--- src/rtl/mux_pkg.sv ---
// Shared constants and helpers for the N-way arbitrating mux.
// Mode encodings and a constant-foldable clog2 used for select widths.
package mux_pkg;

  localparam logic MODE_SEL = 1'b0;
  localparam logic MODE_RR  = 1'b1;

  function automatic int clog2(input int n);
    int r;
    r = 0;
    while ((1 << r) < n) r++;
    return r;
  endfunction

endpackage

--- src/rtl/rr_arbiter.sv ---
// Combinational round-robin priority pick: first requester at or after ptr, wrapping at WAYS.
// Zero latency, no backpressure; ptr is assumed to be below WAYS.
module rr_arbiter
  import mux_pkg::*;
#(
  parameter int WAYS = 4,
  parameter int SELW = clog2(WAYS)
) (
  input  logic [WAYS-1:0] req,
  input  logic [SELW-1:0] ptr,
  output logic [SELW-1:0] grant,
  output logic            grant_vld
);

  int              w_idx;
  logic [WAYS-1:0] w_req_sh;

  always_comb begin
    grant     = '0;
    grant_vld = 1'b0;
    w_idx     = 0;
    w_req_sh  = '0;
    for (int k = 0; k < WAYS; k++) begin
      // Explicit modulo so a non-power-of-two WAYS wraps to 0, not to 2**SELW.
      w_idx = int'(ptr) + k;
      if (w_idx >= WAYS) w_idx = w_idx - WAYS;
      w_req_sh = req >> w_idx;
      if (!grant_vld && w_req_sh[0]) begin
        grant     = SELW'(w_idx);
        grant_vld = 1'b1;
      end
    end
  end

endmodule

--- src/rtl/mux_nway_arb.sv ---
// N-way mux with explicit-select or round-robin grant into a one-entry output register (1-cycle latency).
// Backpressure: in_ready is zero whenever the held word is not being drained; drain and reload share a cycle.
module mux_nway_arb
  import mux_pkg::*;
#(
  parameter int WIDTH = 32,
  parameter int WAYS  = 4,
  parameter int SELW  = clog2(WAYS)
) (
  input  logic                  clk,
  input  logic                  reset,
  input  logic [WAYS*WIDTH-1:0] in_data,
  input  logic [WAYS-1:0]       in_valid,
  output logic [WAYS-1:0]       in_ready,
  input  logic [SELW-1:0]       sel,
  input  logic                  mode,
  output logic [WIDTH-1:0]      out_data,
  output logic                  out_valid,
  input  logic                  out_ready,
  output logic [SELW-1:0]       out_src
);

  logic [WIDTH-1:0] r_out_data;
  logic             r_out_valid;
  logic [SELW-1:0]  r_out_src;
  logic [SELW-1:0]  r_ptr;

  logic [SELW-1:0]  w_rr_grant;
  logic             w_rr_vld;
  logic             w_sel_hit;
  logic [SELW-1:0]  w_grant;
  logic             w_gnt_vld;
  logic             w_can_accept;
  logic             w_xfer;
  logic [WIDTH-1:0] w_gnt_data;
  logic [SELW-1:0]  w_ptr_nxt;

  rr_arbiter #(
    .WAYS (WAYS),
    .SELW (SELW)
  ) u_rr (
    .req       (in_valid),
    .ptr       (r_ptr),
    .grant     (w_rr_grant),
    .grant_vld (w_rr_vld)
  );

  // A sel value at or above WAYS never matches a loop index, so it yields no grant.
  always_comb begin
    w_sel_hit = 1'b0;
    for (int i = 0; i < WAYS; i++) begin
      if (sel == SELW'(i)) w_sel_hit = in_valid[i];
    end
  end

  assign w_grant      = (mode == MODE_RR) ? w_rr_grant : sel;
  assign w_gnt_vld    = (mode == MODE_RR) ? w_rr_vld : w_sel_hit;
  assign w_can_accept = !r_out_valid || out_ready;
  assign w_xfer       = w_gnt_vld && w_can_accept && !reset;
  assign w_ptr_nxt    = (w_grant == SELW'(WAYS - 1)) ? '0 : w_grant + SELW'(1);

  always_comb begin
    in_ready   = '0;
    w_gnt_data = '0;
    for (int i = 0; i < WAYS; i++) begin
      if (w_grant == SELW'(i)) begin
        in_ready[i] = w_xfer;
        w_gnt_data  = in_data[i*WIDTH +: WIDTH];
      end
    end
  end

  always_ff @(posedge clk) begin
    if (reset) begin
      r_out_valid <= 1'b0;
      r_out_data  <= '0;
      r_out_src   <= '0;
      r_ptr       <= '0;
    end else if (w_xfer) begin
      r_out_valid <= 1'b1;
      r_out_data  <= w_gnt_data;
      r_out_src   <= w_grant;
      if (mode == MODE_RR) r_ptr <= w_ptr_nxt;
    end else if (out_ready) begin
      r_out_valid <= 1'b0;
    end
  end

  assign out_data  = r_out_data;
  assign out_valid = r_out_valid;
  assign out_src   = r_out_src;

endmodule

--- config.mk ---
export PLATFORM = sky130hd
export DESIGN_NAME = mux_nway_arb
export DESIGN_NICKNAME = d
export VERILOG_FILES = /design/src/rtl/mux_pkg.sv /design/src/rtl/rr_arbiter.sv /design/src/rtl/mux_nway_arb.sv
export SDC_FILE = /design/constraint.sdc
export NUM_CORES = 1
export LEC_CHECK = 0
export ABC_AREA = 1
export CAP_MARGIN = 20
export CORE_MARGIN = 2
export CORE_UTILIZATION = 40
export DETAILED_ROUTE_END_ITERATION = 6
export MAX_ROUTING_LAYER = met4
export PLACE_DENSITY = 0.88
export SETUP_SLACK_MARGIN = 0.05
export SLEW_MARGIN = 20
export SYNTH_ARGS = -nofsm -noshare
export SYNTH_HDL_FRONTEND = slang
export SYNTH_SLANG_ARGS = --single-unit
--- constraint.sdc ---
create_clock -name clk -period 9.3 [get_ports clk]
set_clock_uncertainty 0.1 [all_clocks]
set_input_delay 1.86 -clock clk [delete_from_list [all_inputs] [get_ports clk]]
set_output_delay 1.86 -clock clk [all_outputs]
set_load 0.03 [all_outputs]
==> impl_metrics.yaml <==
logic_synthesis:
  synth_top_family_by_area: "simple AND/OR/NAND/NOR gates"
  synth_compound_area_share_pct: 19.2
  avgSynthCellArea_um2: 5.90
  synth-seq-cells: 37
  syn_area_um2: 2730
  syn-instance-count: 463
  ys_seq_area_share_pct: 27.1
  yosys.area_share.xor_xnor_pct: 0
  synth_cell_types: 23
  syn_nets: 608
  synthMuxAreaShare_pct: 0
  synthSimpleGateAreaFrac_pct: 40.4
  yosys.area_share.adder_pct: 3.20
  synth_warnings: 0
clock_network:
  cts-hold-fix-buffers: 0
  clkSinkCount: 37
  cts_setup_buffers: 0
  cts_tree: "done"
  clk_latency_ns: 0.28
  path_clk_slew_ns: 0.07
  cts_root_buf: "clkbuf_8"
  cts_buffers: 5
  cts.htree.levels: 2
  post_cts_resized: 0
  clock_path_buffers: 2
timing:
  maxSlewHeadroom_pct: 29.3
  finalHoldViolCount: 0
  period_share_pct: 76.2
  fmax_mhz: 141
  hold_slack_ns: 0.366
  tightest_slew_ns: 1.06
  finalMaxSlewViolations: 0
  rsz0062_at_grt: "no"
  fin_crit_ns: 7.09
  setup_tns_ns: 0
  finalSetupViolCount: 0
job:
  cap_viol_max_count: 0
route:
  drtIter0Drc: 169
  num_vias: 3660
  vias_per_cell: 5.25
  drt_pre_antenna_iters: 6
  ant_nets: 0
  post-route-drc-count: 0
  avgRoutedWirePerCell_um: 13.9
  wl_um: 9710
global_routing:
  grt_use_met1_pct: 29.1
  grtUsageMet2_pct: 45.3
  gr-usage-met3_pct: 3.90
  grt_remaining_overflow: 0
  first_global_vias: 3373
  grt_use_total_pct: 25.4
  grt_pass1_wl_um: 15100
  grt_busiest_layer: "met2"
  antenna_found_initial: 0
  grt_max_degree: 65
worst_setup_path:
  crit_type: "in2out"
  cp_slowest_cell: "inv_1"
  crit_fanout: 33
  crit_chain: "clkdlybuf4s50_1, inv_1, nand2_1, nand3_1, nand2_1, nor2_4, nand3b_4, nand2_1, nand2_1, nand2_1, inv_1, ha_1, inv_1, nor2_1, clkdlybuf4s50_1"
  end_kind: "output port"
  arrival_ns: 5.13
  start_kind: "primary input"
  crit_buf_inv: 5
  max_stage_delay_ns: 0.77
  critPathMostFrequentCell: "nand2_1"
  cp_top_family: "buffers and inverters"
  crit_required_ns: 7.34
layout:
  antennaDiodeCount: 0
  nets: 761
  final_cells: 697
  drive_gt1_share_pct: 4.05
  fin_area_um2: 4570
  syn_to_final_growth_pct: 67.3
  fill_cells: 587
  fin_util_pct: 68.1
die:
  pin_count: 177
  die_area_um2: 7510
  fp.coreArea_um2: 6720
  die_h_um: 86.7
  die_x_um: 86.7
  rows: 30
  initial_core_util_pct: 40.7
placed_design:
  place_inst: 688
  routabilityCongestion: 0.950
  hpwl_um: 7120
  place_area_um2: 4440
  port_buffers: 176
power_and_ir_drop:
  power_density_nw_per_um2: 157
  p_leak_uw: 0.00201
  ir_drop_v: 0.0000707
worst_hold_path:
  hp-class: "reg2reg"
run_status:
  status: "finished clean"
[stage by stage]
| stage | total power, uW | setup slack, ns |
|---|---|---|
| 2_1_floorplan | 440 | 3.57 |
| 3_3_place_gp | 585 | 2.47 |
| 3_5_place_dp | 596 | 2.32 |
| 4_1_cts | 717 | 2.30 |
| 5_1_grt | 767 | 1.98 |
| 6_report | 719 | 2.21 |
[power breakdown]
part	total (uW)	internal, uW	leakage [uW]	switching [uW]
Combinational	391	167	0.00165	224
Clock	122	67.0	0.0000542	55.4
Sequential	206	189	0.000305	16.6
Total	719	423	0.00201	296
[worst reg2reg max path: stages, from the launching register on]
cell and delay [ns]:
dfxtp_1 0.52, inv_2 0.14, ha_1 0.36, inv_1 0.08, nand2_1 0.10, nand2_2 0.07
nor2_4 0.14, nand3b_4 0.10, nand2_1 0.07, nand2_1 0.07, nand2_1 0.14, inv_1 0.09
ha_1 0.22, inv_1 0.77, nand3_1 0.22, nand2_1 0.12, o21ai_0 0.09, o21ai_0 0.18
nand2_1 0.07, nand2_1 0.08
[cell families (layout without fill, tap and decap cells)]
family                   Yosys count  count (layout)
AO/OA/AOI/OAI                    104             104
adder cells (fa/ha/maj)            7               7
buffers and inverters             59             213
flip-flops                        37              37
AND/OR/NAND/NOR                  256             256
[cells in the final DEF (no fill, tap or decap)]
master,synthesis,routed
nand2_1,160,160
o21ai_0,57,57
nor2_1,10,10
nand2_2,4,4
dfxtp_1,37,37
clkinv_2,0,1
inv_1,20,20
nand2_4,1,1
nand4_1,1,1
inv_4,1,1
buf_4,0,4
o21ai_1,9,9
ha_1,7,6
or2_2,1,1
inv_2,2,2
a21oi_1,36,36
nor2_4,1,1
ha_2,0,1
nand3_1,77,77
o211ai_1,1,1
clkdlybuf4s50_1,0,176
a21boi_0,1,1
buf_16,0,1
nand3b_4,1,1
clkbuf_8,0,7
clkinv_1,1,1
[layer usage]
metal,share of wire [%],routed length [um],up-vias
li1,-,-,1832
met1,40,3870,1634
met2,51,4980,167
met3,6.5,631,27
met4,2.3,227,0
met5,0,0,-
[area by class of cell]
type                    count  area, um^2  area share (%)
repair buffers            181        1820            39.8
flip-flops and latches     37         741            16.2
multi-input cells         367        1720            37.6
well taps                  80         100            2.19
clock inverters             1        5.00           0.109
clock buffers               7        96.3            2.11
inverters                  24        92.6            2.02
[cell usage after synthesis]
master / number / area share [%]
nand2_4: 1 / 0.41
a21oi_1: 36 / 6.6
buf_1: 3 / 0.41
inv_2: 2 / 0.27
a21boi_0: 1 / 0.27
or2_2: 1 / 0.23
buf_6: 7 / 2.9
clkbuf_1: 25 / 3.4
nand2_1: 160 / 22
clkinv_1: 1 / 0.14
inv_4: 1 / 0.23
o211ai_1: 1 / 0.27
o21ai_1: 9 / 1.6
nand3_1: 77 / 14
ha_1: 7 / 3.2
nor2_1: 10 / 1.4
dfxtp_1: 37 / 27
nand3b_4: 1 / 0.73
nand4_1: 1 / 0.23
o21ai_0: 57 / 10
nand2_2: 4 / 0.92
inv_1: 20 / 2.7
nor2_4: 1 / 0.41
[registers in the layout, summed over array words and instances, names as in the netlist]
register,flops
out_data,32
out_src,2
r_ptr,2
out_valid,1
[path summary, 6_finish.rpt]
path	from	endpoint	slack, ns	depth (start not counted)
worst max-delay path	in_valid[3]	in_ready[1]	2.21	15
worst min-delay path	out_data[30]$_SDFFE_PP0P_	out_data[30]$_SDFFE_PP0P_	0.37	2
worst max register to register	r_ptr[0]$_SDFFE_PP0P_	out_data[10]$_SDFFE_PP0P_	5.51	19
worst min register to register	out_data[30]$_SDFFE_PP0P_	out_data[30]$_SDFFE_PP0P_	0.37	2
No activity file was read; power rests on OpenSTA's default activity.
